==> config.mk <==
export PLATFORM = sky130hd
export DESIGN_NAME = dmem_arbiter
export DESIGN_NICKNAME = d
export VERILOG_FILES = /design/src/rtl/dmem_arb_pkg.sv /design/src/rtl/dmem_arb_prio.sv /design/src/rtl/dmem_arbiter.sv
export SDC_FILE = /design/constraint.sdc
export NUM_CORES = 1
export LEC_CHECK = 0
export BUFFER_PORTS_ARGS = -buffer_cell sky130_fd_sc_hd__buf_2
export CAP_MARGIN = 20
export CORE_UTILIZATION = 45
export CTS_CLUSTER_DIAMETER = 40
export DETAILED_ROUTE_END_ITERATION = 16
export GPL_TIMING_DRIVEN = 1
export PLACE_DENSITY = 0.83
export SETUP_SLACK_MARGIN = 0.1
export SLEW_MARGIN = 20
export SYNTH_ARGS = -nofsm -noshare
export SYNTH_HDL_FRONTEND = slang
export SYNTH_SLANG_ARGS = --single-unit
==> constraint.sdc <==
create_clock -name clk -period 2.5 [get_ports clk]
set_input_delay 0.125 -clock clk [delete_from_list [all_inputs] [get_ports clk]]
set_output_delay 0.125 -clock clk [all_outputs]
set_load 0.005 [all_outputs]
==> src/rtl/dmem_arb_pkg.sv <==
// Shared types and constants for the data-memory arbiter between the core LSU and the UART loader.
package dmem_arb_pkg;

    typedef enum logic [1:0] {
        IDLE = 2'd0,
        RD   = 2'd1,
        WR   = 2'd2,
        RSP  = 2'd3
    } state_t;

    localparam logic       OWN_C   = 1'b0;
    localparam logic       OWN_U   = 1'b1;
    localparam logic [3:0] FULL_BE = 4'hF;

    // Memory byte_masking pin wants the lowest enabled lane; 0 covers full words and no-ops.
    function automatic logic [1:0] lowest_lane(input logic [3:0] be);
        logic [1:0] lane;
        lane = 2'd0;
        if (be[0])      lane = 2'd0;
        else if (be[1]) lane = 2'd1;
        else if (be[2]) lane = 2'd2;
        else if (be[3]) lane = 2'd3;
        return lane;
    endfunction

endpackage

==> src/rtl/dmem_arb_prio.sv <==
// Core-priority selector with a starvation counter that forces a UART grant after MAX_WAIT core wins.
module dmem_arb_prio
    import dmem_arb_pkg::*;
#(
    parameter int MAX_WAIT = 4
) (
    input  logic clk,
    input  logic rst_n,
    input  logic c_req,
    input  logic u_req,
    input  logic grant,
    input  logic idle,
    output logic winner,
    output logic any_req
);

    logic [3:0] r_wait_cnt;
    logic       w_starved;

    assign w_starved = (r_wait_cnt == 4'(MAX_WAIT));
    assign any_req   = c_req | u_req;
    assign winner    = (u_req && (!c_req || w_starved)) ? OWN_U : OWN_C;

    always_ff @(posedge clk or negedge rst_n) begin
        if (!rst_n) begin
            r_wait_cnt <= 4'd0;
        end else if (grant && (winner == OWN_U)) begin
            r_wait_cnt <= 4'd0;
        end else if (idle && !u_req) begin
            r_wait_cnt <= 4'd0;
        end else if (grant && u_req && !w_starved) begin
            r_wait_cnt <= r_wait_cnt + 4'd1;
        end
    end

endmodule

==> src/rtl/dmem_arbiter.sv <==
// Shares a single-port data memory between core (C) and UART loader (U); partial stores become read-modify-write.
module dmem_arbiter
    import dmem_arb_pkg::*;
#(
    parameter int ADDR_W   = 12,
    parameter int MAX_WAIT = 4
) (
    input  logic              clk,
    input  logic              rst_n,
    input  logic              c_req,
    input  logic              c_we,
    input  logic [ADDR_W-1:0] c_addr,
    input  logic [31:0]       c_wdata,
    input  logic [3:0]        c_be,
    output logic              c_gnt,
    output logic              c_rvalid,
    input  logic              u_req,
    input  logic              u_we,
    input  logic [ADDR_W-1:0] u_addr,
    input  logic [31:0]       u_wdata,
    input  logic [3:0]        u_be,
    output logic              u_gnt,
    output logic              u_rvalid,
    output logic [31:0]       rdata,
    output logic [ADDR_W-1:0] mem_addr,
    output logic [31:0]       mem_wdata,
    output logic              mem_str,
    output logic [1:0]        mem_bmask,
    input  logic [31:0]       mem_rdata
);

    state_t            r_state;
    logic              r_owner;
    logic              r_we;
    logic [3:0]        r_be;
    logic [31:0]       r_wdata;
    logic [ADDR_W-1:0] r_mem_addr;
    logic [31:0]       r_mem_wdata;
    logic              r_mem_str;
    logic [1:0]        r_mem_bmask;
    logic [31:0]       r_rdata;
    logic              r_c_rvalid;
    logic              r_u_rvalid;

    logic              w_idle;
    logic              w_grant;
    logic              w_winner;
    logic              w_any_req;
    logic              w_we;
    logic [ADDR_W-1:0] w_addr;
    logic [31:0]       w_wdata;
    logic [3:0]        w_be;
    logic [31:0]       w_merged;

    assign w_idle  = (r_state == IDLE);
    assign w_grant = w_idle && w_any_req;
    assign c_gnt   = w_grant && (w_winner == OWN_C);
    assign u_gnt   = w_grant && (w_winner == OWN_U);

    assign w_we    = (w_winner == OWN_U) ? u_we    : c_we;
    assign w_addr  = (w_winner == OWN_U) ? u_addr  : c_addr;
    assign w_wdata = (w_winner == OWN_U) ? u_wdata : c_wdata;
    assign w_be    = (w_winner == OWN_U) ? u_be    : c_be;

    dmem_arb_prio #(
        .MAX_WAIT (MAX_WAIT)
    ) u_prio (
        .clk     (clk),
        .rst_n   (rst_n),
        .c_req   (c_req),
        .u_req   (u_req),
        .grant   (w_grant),
        .idle    (w_idle),
        .winner  (w_winner),
        .any_req (w_any_req)
    );

    // Merge is taken from the live read data in RD so WR can drive the full word straight from a register.
    genvar gi;
    generate
        for (gi = 0; gi < 4; gi++) begin : g_lane
            assign w_merged[8*gi +: 8] = r_be[gi] ? r_wdata[8*gi +: 8] : mem_rdata[8*gi +: 8];
        end
    endgenerate

    always_ff @(posedge clk or negedge rst_n) begin
        if (!rst_n) begin
            r_state     <= IDLE;
            r_owner     <= OWN_C;
            r_we        <= 1'b0;
            r_be        <= 4'h0;
            r_wdata     <= 32'h0;
            r_mem_addr  <= '0;
            r_mem_wdata <= 32'h0;
            r_mem_str   <= 1'b0;
            r_mem_bmask <= 2'd0;
            r_rdata     <= 32'h0;
            r_c_rvalid  <= 1'b0;
            r_u_rvalid  <= 1'b0;
        end else begin
            r_c_rvalid <= 1'b0;
            r_u_rvalid <= 1'b0;
            case (r_state)
                IDLE: begin
                    if (w_any_req) begin
                        r_owner     <= w_winner;
                        r_we        <= w_we;
                        r_be        <= w_be;
                        r_wdata     <= w_wdata;
                        r_mem_addr  <= w_addr;
                        r_mem_bmask <= lowest_lane(w_be);
                        if (!w_we || ((w_be != FULL_BE) && (w_be != 4'h0))) begin
                            r_state <= RD;
                        end else if (w_be == FULL_BE) begin
                            r_state     <= WR;
                            r_mem_str   <= 1'b1;
                            r_mem_wdata <= w_wdata;
                        end else begin
                            r_state    <= RSP;
                            r_c_rvalid <= (w_winner == OWN_C);
                            r_u_rvalid <= (w_winner == OWN_U);
                        end
                    end
                end
                RD: begin
                    r_rdata <= mem_rdata;
                    if (r_we) begin
                        r_state     <= WR;
                        r_mem_str   <= 1'b1;
                        r_mem_wdata <= w_merged;
                    end else begin
                        r_state    <= RSP;
                        r_c_rvalid <= (r_owner == OWN_C);
                        r_u_rvalid <= (r_owner == OWN_U);
                    end
                end
                WR: begin
                    r_state    <= RSP;
                    r_mem_str  <= 1'b0;
                    r_c_rvalid <= (r_owner == OWN_C);
                    r_u_rvalid <= (r_owner == OWN_U);
                end
                default: begin
                    r_state <= IDLE;
                end
            endcase
        end
    end

    assign c_rvalid  = r_c_rvalid;
    assign u_rvalid  = r_u_rvalid;
    assign rdata     = r_rdata;
    assign mem_addr  = r_mem_addr;
    assign mem_wdata = r_mem_wdata;
    assign mem_str   = r_mem_str;
    assign mem_bmask = r_mem_bmask;

endmodule

==> out/results.env, run 1 <==
HTREEDEPTH=4
YS_FF_LATCH=125
VIA_PER_INST=5.61
CRITPATHLAUNCHTYPE='flop'
WORST_SLEW_MARGIN_REL_PCT=55.2
YOSYS.AREA_SHARE.SIMPLE_PCT=13.5
POSTSYNTHNETCOUNT=816
WORSTSKEWPAIRLATENCY_PS=420
OUTCOME='finished clean'
CP-END-KIND='output pin'
WL_MM=19.3
CTSROOTBUFFERMASTER='sky130_fd_sc_hd__clkbuf_16'
SYNTH_TOP_FLOP_CELL='sky130_fd_sc_hd__dfrtp_1'
DOMINANT_COMBINATIONAL_CELL_FAMILY_BY_AREA_AFTER_SYNTHESIS='compound AO/OA/AOI/OAI gates'
P_SW_W=0.00369
CLK_PIN_SLEW_WORST_PATHS_PS=60
WORST_HOLD_PATH_TYPE='input port to flop'
DR_TOTAL_VIAS=6195
P_LEAK_nW=4.27
DETAIL_ROUTE.FIRST_PASS.ITERATIONS=5
CLOCK_SINKS=125
PIN_COUNT=217
FP.DIEW_UM=123
TIGHTEST_SLEW_PS=672
MUXSHAREOFSYNTHAREA_PCT=11.3
CTS_MAX_PATH_BUFFERS=2
PORT_BUFFERS=216
TOTALNEGATIVESETUPSLACK_PS=0
ANTENNA_VIOLATIONS_BEFORE_REPAIR=2
SYNTH_CELL_TYPE_COUNT=46
GRT_START_MAX_NET_PINS=92
N_FILL_CELL=1122
CTS-BUFFERS-INSERTED=17
SYNTH-XOR-AREA-SHARE_PCT=0
WORST-PATH-MAX-FANOUT=91
SYN_AREA_UM2=6550
POST-ROUTE-PERIOD-UTIL_PCT=87.6
YOSYS_WARN_COUNT=0
CTS_TREE='done'
DIE_H_UM=123
FINALSETUPVIOLATIONS=0
FLOORPLAN.INITIALDENSITY_PCT=46.6
MOSTFREQUENTLAYOUTCELL='sky130_fd_sc_hd__buf_2'
CRITICALPATHCATEGORY='flop to output pin'
YOSYS.AREA_SHARE.ADDER_PCT=1.34
FIRST_ITER_VIOLATIONS=392
SYN-INSTANCE-COUNT=675
DIE-AREA_UM2=15000
POWER_SWITCHING_SHARE_PCT=36.3
GRT_USAGE_PCT=26.6
POST_ROUTE_CELLS_DRIVE_ABOVE_1_SHARE_PCT=32.8
SETUP_REPAIR_AFTER_GLOBAL_ROUTING_MISSED_ITS_MARGIN='no'
SYNTH-SEQ-AREA-SHARE_PCT=47.8
FINAL_SLEW_VIOLATIONS=0
DRC_ERRORS=0
FLOW.AREA_GROWTH_FROM_SYNTHESIS_PCT=34.6
MIN_PERIOD_PS=2190
WIRE_LENGTH_OF_THE_FIRST_GLOBAL_ROUTING_PASS_MM=30.4
SYNTH_ENABLE_FLOP_CELLS=0
POWER.DENSITY_CELL_AREA_nW_PER_UM2=1150
ANTENNA_LEFT=0
SYN_AVG_CELL_AREA_UM2=9.70
MOST-COMMON-LAYOUT-CELLS='215 x sky130_fd_sc_hd__buf_2, 125 x sky130_fd_sc_hd__dfrtp_1, 88 x sky130_fd_sc_hd__nand2_1'
VDD_DROP_MAX_uV=841
GLOBALROUTE.TOTALOVERFLOW=0
P_COMB_SHARE_PCT=39.5
P_SEQ_SHARE_PCT=35.1
ROW_COUNT=43
CTS.REPAIR_TIMING.SETUP_BUFFER_COUNT=0
GLOBALPLACE.CONGESTION=0.877
HOLD_VIOL_FINAL=0
SYNTH_COMPOUND_AREA_SHARE_PCT=19.8
VIA_COUNT_OF_THE_FIRST_GLOBAL_ROUTING_PASS=6270
MAXCAPVIOLATIONS=0
DESIGN_POWER_TOTAL_W=0.0102
PLACEABLECOREAREA_UM2=14000
CELL_INTERNAL_PWR_W=0.00647
ASYNCSETRESETFLOPFRACSYNTH_PCT=100
CLOCK-SKEW-FINAL_PS=11.5
ARRIVAL_PS=2070
HPWLAFTERDP_MM=12.3
LAYOUT.NETS=1052
WL_PER_CELL_UM=17.5
CRITPATHREQUIREDTIME_PS=2380
SHARE_CLK_OF_TOTAL_POWER_PCT=25.4
TIMING.FMAX_MHz=456
[registers in the layout (all words and copies together) (netlist names), 2 cells and up]
register and flops:
r_be 4, r_wdata 32, r_state 2, mem_wdata 32, mem_addr 12, mem_bmask 2, rdata 32, u_prio.r_wait_cnt 4
[metrics by stage]
stage               instances  utilization, %  hold slack, ps  worst slack (ps)  area, um^2
floorplan                 675               -            -171               607        6550
finish                   1105            62.8            19.8               309        8810
CTS                      1104            62.8            1.30               292        8810
global route             1104            62.8            8.17               166        8810
detailed placement       1032            55.5             192               443        7790
global placement         1032            55.5             181               472        7790
[synth_stat cells (2+ instances only)]
cell / n / share of area [%]
sky130_fd_sc_hd__nand4_1: 2 / 0.19
sky130_fd_sc_hd__nand2_1: 88 / 5.0
sky130_fd_sc_hd__nor2_1: 7 / 0.40
sky130_fd_sc_hd__nand2b_1: 2 / 0.19
sky130_fd_sc_hd__dfrtp_1: 125 / 48
sky130_fd_sc_hd__nor3_1: 33 / 2.5
sky130_fd_sc_hd__nand3_1: 6 / 0.46
sky130_fd_sc_hd__a21o_1: 2 / 0.23
sky130_fd_sc_hd__o21ai_1: 2 / 0.15
sky130_fd_sc_hd__mux2_2: 32 / 5.5
sky130_fd_sc_hd__o22ai_1: 33 / 3.2
sky130_fd_sc_hd__a21oi_1: 37 / 2.8
sky130_fd_sc_hd__mux2i_1: 38 / 5.8
sky130_fd_sc_hd__buf_1: 5 / 0.29
sky130_fd_sc_hd__o21ai_0: 26 / 2.0
sky130_fd_sc_hd__nor4_1: 2 / 0.19
sky130_fd_sc_hd__a22oi_1: 12 / 1.4
sky130_fd_sc_hd__o311ai_0: 30 / 4.0
sky130_fd_sc_hd__and3_1: 33 / 3.2
sky130_fd_sc_hd__buf_6: 3 / 0.52
sky130_fd_sc_hd__clkbuf_1: 33 / 1.9
sky130_fd_sc_hd__nand3b_1: 2 / 0.23
sky130_fd_sc_hd__a21boi_0: 34 / 3.9
sky130_fd_sc_hd__buf_2: 14 / 1.1
sky130_fd_sc_hd__inv_1: 43 / 2.5
sky130_fd_sc_hd__nor2b_1: 4 / 0.38
sky130_fd_sc_hd__o311ai_1: 2 / 0.27
sky130_fd_sc_hd__ha_1: 7 / 1.3
[logic make-up (layout without fill, tap and decap cells)]
| family | after synthesis | in the layout |
|---|---|---|
| and+or+nand+nor | 183 | 183 |
| DFF | 125 | 125 |
| other | 0 | 1 |
| AOI/OAI and AO/OA | 191 | 191 |
| muxes | 70 | 70 |
| buffers and inverters | 99 | 348 |
| adders and majority gates | 7 | 7 |
[layer usage]
metal | vias up | share of wire, % | global-route usage [%]
met2 | 241 | 50 | 45.4
met4 | 2 | 2.8 | 12.0
li1 | 2920 | - | -
met1 | 2983 | 41 | 31.0
met5 | - | 0.052 | 0
met3 | 49 | 6.1 | 7.30
[final cells by class]
type                            count  area (um^2)  area share, %
Tap cell                          180          225           2.56
Timing Repair Buffer              273         1640           18.6
Sequential cell                   125         3130           35.5
Clock inverter                     10          136           1.55
Multi-Input combinational cell    451         3040           34.4
Clock buffer                       22          484           5.49
Antenna cell                        1         2.50         0.0284
Inverter                           43          161           1.83
[timing repair]
item	in CTS	in global routing
resized for setup	0	0
endpoints found under the hold margin	106	0
hold buffers	40	0
[worst max-delay path, cell delays in order (launching register included)]
cell and delay (ps):
sky130_fd_sc_hd__dfrtp_1 440, sky130_fd_sc_hd__inv_1 120, sky130_fd_sc_hd__ha_1 320, sky130_fd_sc_hd__o21ai_4 170, sky130_fd_sc_hd__buf_12 390, sky130_fd_sc_hd__nor2_1 60, sky130_fd_sc_hd__buf_2 130
[path summary, 6_finish.rpt]
kind / endpoint / start / depth (start not counted) / slack, ps
worst max-delay path: c_gnt / r_state[0]$_DFFE_PN0P_ / 6 / 310
worst min-delay path: mem_addr[3]$_DFFE_PN0P_ / c_addr[3] / 3 / 20
worst max register to register: mem_wdata[24]$_DFFE_PN0P_ / r_state[1]$_DFFE_PN0P_ / 7 / 400
worst min register to register: mem_addr[4]$_DFFE_PN0P_ / mem_addr[4]$_DFFE_PN0P_ / 2 / 470
max in group asynchronous: mem_addr[4]$_DFFE_PN0P_ / rst_n / 3 / 1430
min in group asynchronous: r_wdata[31]$_DFFE_PN0P_ / rst_n / 2 / 300
[power groups by stage]
stage	combinational, W	sequential [W]	clock [W]
final	0.00401	0.00356	0.00258
after global routing	0.00445	0.00367	0.00273
after CTS	0.00400	0.00356	0.00262
after detailed placement	0.00392	0.00359	0
after global placement	0.00381	0.00354	0
after floorplan	0.00264	0.00342	0
Note: power is estimated with default switching activity, not from simulation.
==> run 2, diff against run 1 <==
--- a/config.mk
+++ b/config.mk
@@ -5,13 +5,14 @@
 export SDC_FILE = /design/constraint.sdc
 export NUM_CORES = 1
 export LEC_CHECK = 0
+export ABC_AREA = 1
 export BUFFER_PORTS_ARGS = -buffer_cell sky130_fd_sc_hd__buf_2
 export CAP_MARGIN = 20
-export CORE_UTILIZATION = 45
+export CORE_UTILIZATION = 50
 export CTS_CLUSTER_DIAMETER = 40
 export DETAILED_ROUTE_END_ITERATION = 16
 export GPL_TIMING_DRIVEN = 1
-export PLACE_DENSITY = 0.83
+export PLACE_DENSITY = 0.91
 export SETUP_SLACK_MARGIN = 0.1
 export SLEW_MARGIN = 20
 export SYNTH_ARGS = -nofsm -noshare
==> run 2 against run 1 <==
Cell area shrank 1.2%; fmax shrank 5.1%; setup slack worse by 120 ps; hold slack better by 2.7 ps.
==> out/results.env, run 2 <==
OUTCOME='finished clean'
CRITICALPATHCATEGORY='flop to output pin'
PIN_COUNT=217
YS_TOP_CELLS_BY_COUNT='150 x sky130_fd_sc_hd__nand2_1, 125 x sky130_fd_sc_hd__dfrtp_1, 106 x sky130_fd_sc_hd__o21ai_0, 46 x sky130_fd_sc_hd__nor2_1, 34 x sky130_fd_sc_hd__nand4_1'
VDD_DROP_MAX_uV=637
MIN_PERIOD_PS=2310
CRITICAL_PATH.N_BUFFERS_INVERTERS=5
CP-END-KIND='output pin'
WIRE_LENGTH_OF_THE_FIRST_GLOBAL_ROUTING_PASS_MM=31.2
WORST_SLEW_MARGIN_REL_PCT=65.7
WL_PER_CELL_UM=17.4
PLACEABLECOREAREA_UM2=12100
POWER.DENSITY_CELL_AREA_nW_PER_UM2=1280
SHARE_CLK_OF_TOTAL_POWER_PCT=22.8
CTSROOTBUFFERMASTER='sky130_fd_sc_hd__clkbuf_16'
ROW_COUNT=40
MIN_DELAY_PATH_DEPTH=2
CRIT_START='r_state[0]$_DFFE_PN0P_'
YOSYS_WARN_COUNT=0
FINAL_SLEW_VIOLATIONS=0
DIODES=0
TIMING.FINAL.WS_SETUP_PS=191
MAXCAPVIOLATIONS=0
CTS_MAX_PATH_BUFFERS=2
FIRST_ITER_VIOLATIONS=561
SYN_AREA_UM2=6190
DR_TOTAL_VIAS=6347
P_SW_W=0.00439
WORST_HOLD_PATH_TYPE='input port to flop'
PATH_COMMON_CELL='sky130_fd_sc_hd__inv_1'
TIGHTEST_SLEW_PS=515
VIA_PER_INST=5.52
TIMING.FMAX_MHz=433
SYNTH-SEQ-AREA-SHARE_PCT=50.6
TIMING.REG2REG.SETUP_SLACK_PS=210
CRITPATHREQUIREDTIME_PS=2380
DETAIL_ROUTE.FIRST_PASS.ITERATIONS=7
AREA_OCCUPIED_BY_MULTI_INPUT_GATES_UM2=2790
HOLD_VIOL_FINAL=0
FLOORPLAN.INITIALDENSITY_PCT=51.3
WL_MM=20.0
SYNTH_ENABLE_FLOP_CELLS=0
FINISH.UTILIZATION_PCT=72.2
SYN-INSTANCE-COUNT=699
MOST-COMMON-LAYOUT-CELLS='215 x sky130_fd_sc_hd__buf_2, 149 x sky130_fd_sc_hd__nand2_1, 125 x sky130_fd_sc_hd__dfrtp_1'
DRC_ERRORS=0
POST_DP_CELL_AREA_UM2=7430
CLOCK_SINKS=125
FP.DIEW_UM=113
SYNTH.MOST_COMMON_CELL='sky130_fd_sc_hd__nand2_1'
ANTENNA_LEFT=0
DIE-AREA_UM2=12800
CTS_TREE='done'
WORSTPATHCELLLIST='inv_1, ha_2, inv_1, nor2_2, inv_2, nor2_4, buf_6, buf_2'
FIN_WORST_HOLD_SLACK_PS=22.4
FINALSETUPVIOLATIONS=0
GLOBALROUTE.TOTALOVERFLOW=0
SEQUENTIAL_CELL_AREA_UM2=3130
CRITPATHSLOWESTCELL='sky130_fd_sc_hd__dfrtp_1'
POWER_SWITCHING_SHARE_PCT=39.5
ASYNCSETRESETFLOPFRACSYNTH_PCT=100
WORSTHOLDSTART='mem_rdata[0]'
ANTENNA_VIOLATIONS_BEFORE_REPAIR=0
MIN_TO='rdata[0]$_DFFE_PN0P_'
PRE_CTS_SLACK_PS=-12.2
TOTALNEGATIVESETUPSLACK_PS=0
POST_ROUTE_CELLS_DRIVE_ABOVE_1_SHARE_PCT=37.0
FINAL_AREA_UM2=8710
TIMING.REG2REG.WORST_PATH_DEPTH=13
GRT_USAGE_PCT=31.9
CLOCK-SKEW-FINAL_PS=7.25
CRITPATHLAUNCHTYPE='flop'
CPPEAKSTAGEDELAY_PS=450
RR_STARTPOINT='u_prio.r_wait_cnt[0]$_DFFE_PN0P_'
HPWLAFTERDP_MM=11.9
CELL_INTERNAL_PWR_W=0.00673
POST-ROUTE-PERIOD-UTIL_PCT=92.4
WORST_PATH_DOMINANT_CELL_FAMILY='buffers and inverters'
SYN_AVG_CELL_AREA_UM2=8.85
GRT_START_MAX_NET_PINS=88
VIA_COUNT_OF_THE_FIRST_GLOBAL_ROUTING_PASS=6364
YS_FF_LATCH=125
DIE_H_UM=113
P_LEAK_nW=4.34
GLOBALPLACE.CONGESTION=0.838
P_SEQ_SHARE_PCT=33.1
SYNTH_CELL_TYPE_COUNT=32
MOSTFREQUENTLAYOUTCELL='sky130_fd_sc_hd__buf_2'
ARRIVAL_PS=2180
POST-SYNTH-TOP-AREA-FRACTION_PCT=50.6
LAYOUT.NETS=1110
POSTSYNTHNETCOUNT=840
N_FILL_CELL=842
SYNTH_TOP_AREA_CELL='sky130_fd_sc_hd__dfrtp_1'
WORST-PATH-MAX-FANOUT=14
YS_TOP_CELLS_BY_AREA='sky130_fd_sc_hd__dfrtp_1 51%, sky130_fd_sc_hd__nand2_1 9.1%, sky130_fd_sc_hd__o21ai_0 8.6%, sky130_fd_sc_hd__mux2_2 5.8%, sky130_fd_sc_hd__nand4_1 3.4%'
PORT_BUFFERS=216
SETUP_REPAIR_AFTER_GLOBAL_ROUTING_MISSED_ITS_MARGIN='yes'
HTREEDEPTH=4
WORSTSKEWPAIRLATENCY_PS=420
CLK_PIN_SLEW_WORST_PATHS_PS=60
SYNTH_TOP_FLOP_CELL='sky130_fd_sc_hd__dfrtp_1'
P_COMB_SHARE_PCT=44.0
FLOW.AREA_GROWTH_FROM_SYNTHESIS_PCT=40.8
WORST_R2R_ENDPOINT='mem_wdata[23]$_DFFE_PN0P_'
CTS-BUFFERS-INSERTED=17
run 2: changes by cell type after synthesis, sizes merged, moves of 31 or more:
cell and delta:
o311ai -32, and3 -33, nand4 +32, or2 +32, a21boi -34, nand2 +78, a21oi -31, o21ai +80
nor2 +42, nor3 -32, mux2i -38
run 2: power by group through the flow:
stage	Clock, W	Combinational [W]	Sequential, W
2_1_floorplan	0	0.00293	0.00359
4_1_cts	0.00257	0.00466	0.00366
3_3_place_gp	0	0.00432	0.00362
6_report	0.00254	0.00490	0.00369
5_1_grt	0.00266	0.00538	0.00380
3_5_place_dp	0	0.00448	0.00367
run 2: worst max-delay path by stage:
stage | to | slack [ps] | depth (start not counted)
5_1_grt | mem_wdata[23]$_DFFE_PN0P_ | 90 | 13
3_3_place_gp | mem_wdata[15]$_DFFE_PN0P_ | 80 | 14
3_5_place_dp | mem_wdata[11]$_DFFE_PN0P_ | -10 | 14
6_report | c_gnt | 190 | 8
4_1_cts | c_gnt | 120 | 8
2_1_floorplan | mem_wdata[22]$_DFFE_PN0P_ | 610 | 16
run 2: kinds of logic after synthesis:
group,share of synthesized area [%]
AO/OA/AOI/OAI,12.9
XOR/XNOR,0.142
adder cells (fa/ha/maj),1.42
buffers and inverters,5.48
flip-flops,50.6
multiplexers,5.82
AND/OR/NAND/NOR,23.7
run 2: layer usage:
metal	vias to the layer above	GRT usage, %	share of wire, %
li1	2923	-	-
met1	2999	37.0	38
met2	348	55.5	52
met3	77	7.39	6.5
met4	0	16.2	3.9
met5	-	0	0
run 2: final cells by class:
type	instances	share of cell area (%)
multi-input combinational	497	32.0
tap	168	2.41
clock buffer	19	4.97
inverter	35	1.51
sequential	125	35.9
clock inverter	13	1.98
timing repair buffer	293	21.2
run 2: timing repair:
| item | in CTS | in global routing |
|---|---|---|
| hold buffers | 56 | 0 |
| pin swaps | 1 | 3 |
| setup endpoints to repair | 33 | 33 |
| resized for setup | 6 | 6 |
| hold endpoints to repair | 74 | 0 |
| cloned | 1 | 1 |
| setup buffers | 0 | 6 |
run 2: metrics by stage:
stage | power [W] | cells
floorplan | 0.00652 | 699
global placement | 0.00794 | 1054
detailed placement | 0.00815 | 1054
CTS | 0.0109 | 1143
global route | 0.0118 | 1150
finish | 0.0111 | 1150
